File: src/rtl/ice40_ram_pkg.sv
// rtl/ice40_ram_pkg.sv - iCE40 block RAM mode encodings, tile constants and tile-count helper
package ice40_ram_pkg;

  typedef enum logic [1:0] {
    RAM_256X16 = 2'd0,
    RAM_512X8  = 2'd1,
    RAM_1024X4 = 2'd2,
    RAM_2048X2 = 2'd3
  } ram_mode_e;

  localparam int BRAM_BITS   = 4096;
  localparam int BRAM_MIN_AW = 8;
  localparam int BRAM_MAX_AW = 11;

  function automatic ram_mode_e ram_mode(input int aw);
    if (aw <= 8) return RAM_256X16;
    else if (aw == 9) return RAM_512X8;
    else if (aw == 10) return RAM_1024X4;
    return RAM_2048X2;
  endfunction

  // Shallow FIFOs still occupy a full 256-deep tile, so depth is clamped up first.
  function automatic int bram_tiles(input int width, input int aw);
    int eff_aw;
    int tile_w;
    eff_aw = (aw < BRAM_MIN_AW) ? BRAM_MIN_AW : aw;
    tile_w = BRAM_BITS >> eff_aw;
    return (width + tile_w - 1) / tile_w;
  endfunction

endpackage

File: src/rtl/ice40_ram_sdp.sv
// rtl/ice40_ram_sdp.sv - simple-dual-port RAM with registered read that holds while re is low
module ice40_ram_sdp #(
  parameter int WIDTH = 16,
  parameter int AW    = 8
) (
  input  logic             clk,
  input  logic             rst,
  input  logic             we,
  input  logic [AW-1:0]    waddr,
  input  logic [WIDTH-1:0] wdata,
  input  logic             re,
  input  logic [AW-1:0]    raddr,
  output logic [WIDTH-1:0] rdata
);

  logic [WIDTH-1:0] mem [2**AW];

  always_ff @(posedge clk) begin
    if (we) mem[waddr] <= wdata;
  end

  always_ff @(posedge clk) begin
    if (rst) rdata <= '0;
    else if (re) rdata <= mem[raddr];
  end

endmodule

File: src/rtl/ice40_ram_fifo.sv
// rtl/ice40_ram_fifo.sv - first-word fall-through FIFO on iCE40 block RAM
module ice40_ram_fifo
  import ice40_ram_pkg::*;
#(
  parameter int WIDTH            = 16,
  parameter int AW               = 8,
  parameter int ALMOST_FULL_LVL  = (2**AW) - 4,
  parameter int ALMOST_EMPTY_LVL = 4
) (
  input  logic             CLK,
  input  logic             RESET,
  input  logic             FLUSH,
  input  logic [WIDTH-1:0] WDATA,
  input  logic             WVALID,
  output logic             WREADY,
  output logic [WIDTH-1:0] RDATA,
  output logic             RVALID,
  input  logic             RREADY,
  output logic [AW:0]      COUNT,
  output logic             FULL,
  output logic             EMPTY,
  output logic             ALMOST_FULL,
  output logic             ALMOST_EMPTY
);

  localparam logic [AW:0] DEPTH_C = (AW+1)'(2**AW);
  localparam logic [AW:0] AF_LVL  = (AW+1)'(ALMOST_FULL_LVL);
  localparam logic [AW:0] AE_LVL  = (AW+1)'(ALMOST_EMPTY_LVL);

  logic [AW-1:0] wptr_q, rptr_q;
  logic [AW:0]   ram_cnt_q, ram_cnt_nxt, count_nxt;
  logic          push, pop, re;

  // ram_cnt tracks words still in the RAM; COUNT also includes the fetched head word.
  always_comb begin
    push        = WVALID && WREADY;
    pop         = RVALID && RREADY;
    re          = (ram_cnt_q != '0) && (!RVALID || RREADY) && !RESET && !FLUSH;
    count_nxt   = COUNT + (AW+1)'(push) - (AW+1)'(pop);
    ram_cnt_nxt = ram_cnt_q + (AW+1)'(push) - (AW+1)'(re);
  end

  always_ff @(posedge CLK) begin
    if (RESET || FLUSH) begin
      wptr_q       <= '0;
      rptr_q       <= '0;
      ram_cnt_q    <= '0;
      COUNT        <= '0;
      RVALID       <= 1'b0;
      WREADY       <= !RESET;
      FULL         <= 1'b0;
      EMPTY        <= 1'b1;
      ALMOST_FULL  <= (AF_LVL == '0);
      ALMOST_EMPTY <= 1'b1;
    end else begin
      if (push) wptr_q <= wptr_q + AW'(1);
      if (re)   rptr_q <= rptr_q + AW'(1);
      if (re)        RVALID <= 1'b1;
      else if (pop)  RVALID <= 1'b0;
      ram_cnt_q    <= ram_cnt_nxt;
      COUNT        <= count_nxt;
      WREADY       <= (count_nxt != DEPTH_C);
      FULL         <= (count_nxt == DEPTH_C);
      EMPTY        <= (count_nxt == '0);
      ALMOST_FULL  <= (count_nxt >= AF_LVL);
      ALMOST_EMPTY <= (count_nxt <= AE_LVL);
    end
  end

  ice40_ram_sdp #(
    .WIDTH (WIDTH),
    .AW    (AW)
  ) u_ram (
    .clk   (CLK),
    .rst   (RESET),
    .we    (push && !RESET && !FLUSH),
    .waddr (wptr_q),
    .wdata (WDATA),
    .re    (re),
    .raddr (rptr_q),
    .rdata (RDATA)
  );

endmodule

File: config.mk
export PLATFORM = sky130hd
export DESIGN_NAME = ice40_ram_fifo
export DESIGN_NICKNAME = d
export VERILOG_FILES = /design/src/rtl/ice40_ram_pkg.sv /design/src/rtl/ice40_ram_sdp.sv /design/src/rtl/ice40_ram_fifo.sv
export SDC_FILE = /design/constraint.sdc
export NUM_CORES = 2
export LEC_CHECK = 0
export ABC_AREA = 1
export CAP_MARGIN = 10
export CELL_PAD_IN_SITES_DETAIL_PLACEMENT = 2
export CELL_PAD_IN_SITES_GLOBAL_PLACEMENT = 2
export CORE_AREA = 2 2 622 624
export DETAILED_ROUTE_END_ITERATION = 16
export DIE_AREA = 0 0 624 626
export GPL_ROUTABILITY_DRIVEN = 1
export MAX_ROUTING_LAYER = met4
export PLACE_DENSITY_LB_ADDON = 0.1
export SYNTH_ARGS = -nofsm -noshare
export SYNTH_HDL_FRONTEND = slang
export SYNTH_HIERARCHICAL = 1
export SYNTH_SLANG_ARGS = --single-unit
File: constraint.sdc
create_clock -name CLK -period 3.8 [get_ports CLK]
set_input_delay 0.57 -clock CLK [delete_from_list [all_inputs] [get_ports CLK]]
set_output_delay 0.57 -clock CLK [all_outputs]
set_load 0.1 [all_outputs]
# Word-level counts from Yosys, hierarchy flattened
# Memory sizes are Yosys's and may differ from the RTL's. A register that Yosys moved wholly into a read port is not among the register bits.
# Index checks and enable logic that the tools add are counted.
# word_totals
ff_bits	40
in_bits	21
latch_bits	0
word_cells	41
ramBits	4096
romBits	0
out_inout_bits	31
mem_count	1
# memory_table
memory	depth	width	rd	rd_ports_with_merged_regs	write_ports	line_no	text
u_ram.mem	256	16	1	1	1	ice40_ram_sdp.sv:16	logic [WIDTH-1:0] mem [2**AW];
# classes
shift	0
n_div	0
n_reduce_logical	15
addsub	6
n_mux	5
multipliers	0
eq_ne	2
order_cmp	2
n_bitwise	0
# ops
op	count
$add A9 B1 Y9	2
$sub A9 B1 Y9	2
$add A8 B1 Y8 const B	2
$eq A9 B9 Y1 const B	1
$ge A9 B8 Y1 const B	1
$le A9 B3 Y1 const B	1
$logic_not A9 Y1	1
$ne A9 B9 Y1 const B	1
$reduce_bool A9 Y1	1
$logic_and A1 B1 Y1	7
$mux W1	5
$logic_not A1 Y1	3
$logic_or A1 B1 Y1	2
$reduce_bool A2 Y1	1

# Logic depth before layout (Yosys ltp)
# logic_depth
word_depth	6
depth_mapped	18
mapped_depth_nobuf	18

# Cells and area by module
# The synthesis kept the hierarchy.
# by_module_without_submodules
module	seq_area_each_um2	area_each_um2	n_inst	cells_per_inst
ice40_ram_sdp	123318.3	165862.8	1	13686
ice40_ram_fifo	800.8	2329.7	1	328

# Worst setup path after synthesis
# Ideal clock, no wire load.
# synth_path
path_kind	reg2reg
from	register WREADY
to	memory u_ram.mem[162][0], enable pin
setup_ps	388
period_less_slack_ps	3270
stages_incl_launch_ff	7
required_time_ps	3412
n_path_buf	2
arrival_time_ps	2881
slack_ps	530
cell_sequence	dfxtp_1 nand2_1 nor2_1 clkbuf_1 nand3_1 clkbuf_1 nor2_1
# synth_between
elab_chain_cells	5
# synth_rtl
item	line_no	text
start: declaration	ice40_ram_fifo.sv:15	output logic WREADY,
start signal: assignment	ice40_ram_fifo.sv:50	WREADY <= !RESET;
start signal: assignment	ice40_ram_fifo.sv:62	WREADY <= (count_nxt != DEPTH_C);
$logic_and A1 B1 Y1	ice40_ram_fifo.sv:36	push = WVALID && WREADY;
$logic_and A1 B1 Y1 (2 in a row)	ice40_ram_fifo.sv:76	.we (push && !RESET && !FLUSH),
$mux W1	ice40_ram_sdp.sv:19	if (we) mem[waddr] <= wdata;
$mux W1 (implied by the code)	ice40_ram_sdp.sv:19	
end: declaration	ice40_ram_sdp.sv:16	
# No other way between the ends.

==> metrics.yaml <==
grt_pass1_wl_um: 914000
ys_seq_area_frac: 0.738
drt-wirelength-per-cell_um: 32.1
ys_ff_latch: 4152
finalClockSkew_ns: 0.0468
grt_pass1_vias: 128841
grt.met3_usage: 0.0369
port_buffers: 51
busiest_layer: "met2"
grt_max_degree: 124
path_clk_slew_ns: 0.06
drtPass1Iterations: 6
use_met2: 0.546
synthTopCellsByCount: "4274 x nand2_1, 4096 x edfxtp_1, 4072 x nand3_1, 486 x buf_2, 355 x nor2_1"
internal_power_mw: 82.3
clock-sinks: 4152
num_rows: 228
post-cts-setup-buffers: 0
power_density_mw_per_mm2: 632
cts_tree: "yes"
clkLatencyLatePin_ns: 1.04
syn_nets: 14060
totalWireLength_um: 632000
finalCriticalPeriod_ns: 3.80
fin_nets: 14272
synth_top_area_frac: 0.731
area_growth_pct: 13.8
drc: 0
grt_use_met1: 0.420
switchingPower_mw: 38.7
tns_ns: 0
final-setup-viol-count: 0
gp_congestion: 0.875
syn_area_per_cell_sq_um: 12.0
syn_area_sq_mm: 0.168
coreArea_sq_mm: 0.384
avgViaCountPerCell: 6.04
maxSlewViolCount: 0
slew_headroom: 0.183
hold_class: "in2reg"
clockPowerShare: 0.363
cp_data_arrival_time_ns: 4.76
p_sw_frac: 0.320
violations: "hold timing"
cts_root_buf: "clkbuf_16"
async_reset_ff_frac: 0
die_x_um: 624
finalHoldViolations: 3
synth_edf_count: 4096
h-tree-depth: 5
ys_top_cells_by_area: "edfxtp_1 73%, nand3_1 12%, nand2_1 9.5%, buf_2 1.4%, nor2_1 0.79%"
hpwl_um: 373000
max_freq_mhz: 263
ctsResizeCount: 0
combPwrFrac: 0.218
worst_setup_path_start_kind: "flop"
antenna_found_initial: 33
critPathKind: "reg2reg"
end_kind: "flop"
fin_crit_sh: 0.999
ios: 52
synthCells: 14014
die_h_um: 626
status: "finished, violations left"
ir_drop_mv: 0.470
drtIter0Drc: 12890
rsz0062_at_grt: "no"
power_leakage_nw: 66.8
dp_cells: 18831
crit_required_ns: 4.77
drive_gt1_frac: 0.0936
layout.cells.non_filler: 19675
seqPwrFrac: 0.419
netlist-cell-type-count: 33
holdBufCountCts: 0
cp_max_fo: 118
cts_buffer_depth: 4
maxCapViolCount: 0
die_area_sq_mm: 0.391
whs_ns: -0.00920
yosysTopAreaCell: "edfxtp_1"
cts_inserted_buffers: 453
drtAntennaViolNets: 0
initial_core_util: 0.438
yosys_warnings: 6
tightest_slew_ns: 1.23
yosysMostFrequentCell: "nand2_1"
grt_overflow_total: 0
synth_flop_cell: "edfxtp_1"
grt_use_total: 0.329
vias: 118774
==> flip-flops by register name, indices dropped and copies added, names as in the netlist <==
name,flops
u_ram/mem,4096
u_ram/rdata,16
COUNT,9
ram_cnt_q,9
rptr_q,8
wptr_q,8
ALMOST_EMPTY,1
ALMOST_FULL,1
EMPTY,1
FULL,1
RVALID,1
WREADY,1
==> cells in the final DEF, fill, tap and decap left out, types with 64 or more instances in the layout <==
master,n
clkinv_2,64
edfxtp_1,4096
inv_1,112
buf_12,139
clkbuf_16,466
nand3_1,4072
nor2_1,318
nand2_1,4258
clkinv_1,115
clkbuf_1,107
buf_4,517
==> path summary, 6_finish.rpt <==
| check | start | end | slack, ns | depth (start not counted) |
|---|---|---|---|---|
| worst max-delay path | rptr_q[0]$_SDFFE_PP0P_ | u_ram/rdata[15]$_SDFFE_PP0P_ | 0.003 | 15 |
| worst min-delay path | WDATA[9] | u_ram/mem[126][9]$_DFFE_PP_ | -0.009 | 1 |
| worst max register to register | rptr_q[0]$_SDFFE_PP0P_ | u_ram/rdata[15]$_SDFFE_PP0P_ | 0.003 | 15 |
| worst min register to register | wptr_q[0]$_SDFFE_PP0N_ | wptr_q[0]$_SDFFE_PP0N_ | 0.57 | 2 |
==> metal layers <==
metal / share of wire / routed length [um] / vias up
li1: - / - / 50286
met1: 0.40 / 254000 / 63166
met2: 0.50 / 314000 / 4334
met3: 0.062 / 39000 / 988
met4: 0.039 / 24400 / 0
met5: 0 / 0 / -
==> kinds of logic after synthesis <==
| group | Yosys count | share of synthesized area |
|---|---|---|
| simple gates | 8723 | 0.225 |
| flops | 4152 | 0.738 |
| buf+inv | 1065 | 0.0329 |
| compound gates | 45 | 0.00147 |
| fa+ha+maj | 25 | 0.00195 |
| xor+xnor | 4 | 0.000208 |
==> worst max-delay path, stage by stage, from the launching register on <==
cell     delay [ns]
dfxtp_4        0.48
inv_16         0.37
buf_12         0.26
buf_12         0.38
nand2_1        0.13
nand3_1        0.15
nand3_1        0.11
nand3_1        0.19
nand3_1        0.13
nand3_1        0.14
nand3_1        0.36
nand2_1        0.34
nand2_1        0.13
nand3_1        0.15
nand2_1        0.07
inv_1          0.05
==> power by group through the flow <==
stage	clock network [mW]	logic [mW]	registers, mW
after detailed placement	0	25.9	51.7
final	43.9	26.4	50.7
after floorplan	0	16.1	52.1
after global routing	46.1	28.6	50.7
after CTS	44.5	26.4	50.7
after global placement	0	24.3	51.7
==> area by class of cell <==
type                    instances  area (sq um)
diodes                         14          35.0
clock inverters               247          2250
clock buffers                 583         12200
fillers                     37109        193000
well taps                    5060          6330
flip-flops and latches       4152        124000
repair buffers                702          7200
multi-input cells            8797         38700
inverters                     120           503
==> through the flow <==
step                      total power, mW  worst slack (ns)  hold slack (ns)  instance area (sq um)   util
after floorplan                      68.3             0.530            0.475                 168000      -
after global placement               75.9             0.261            0.525                 177000  0.460
after detailed placement             77.6             0.194            0.563                 177000  0.460
after CTS                             122             0.146          0.00305                 191000  0.498
after global routing                  125            0.0416           0.0157                 191000  0.498
final                                 121           0.00346         -0.00920                 191000  0.498
Note: power is estimated with default switching activity, not from simulation.
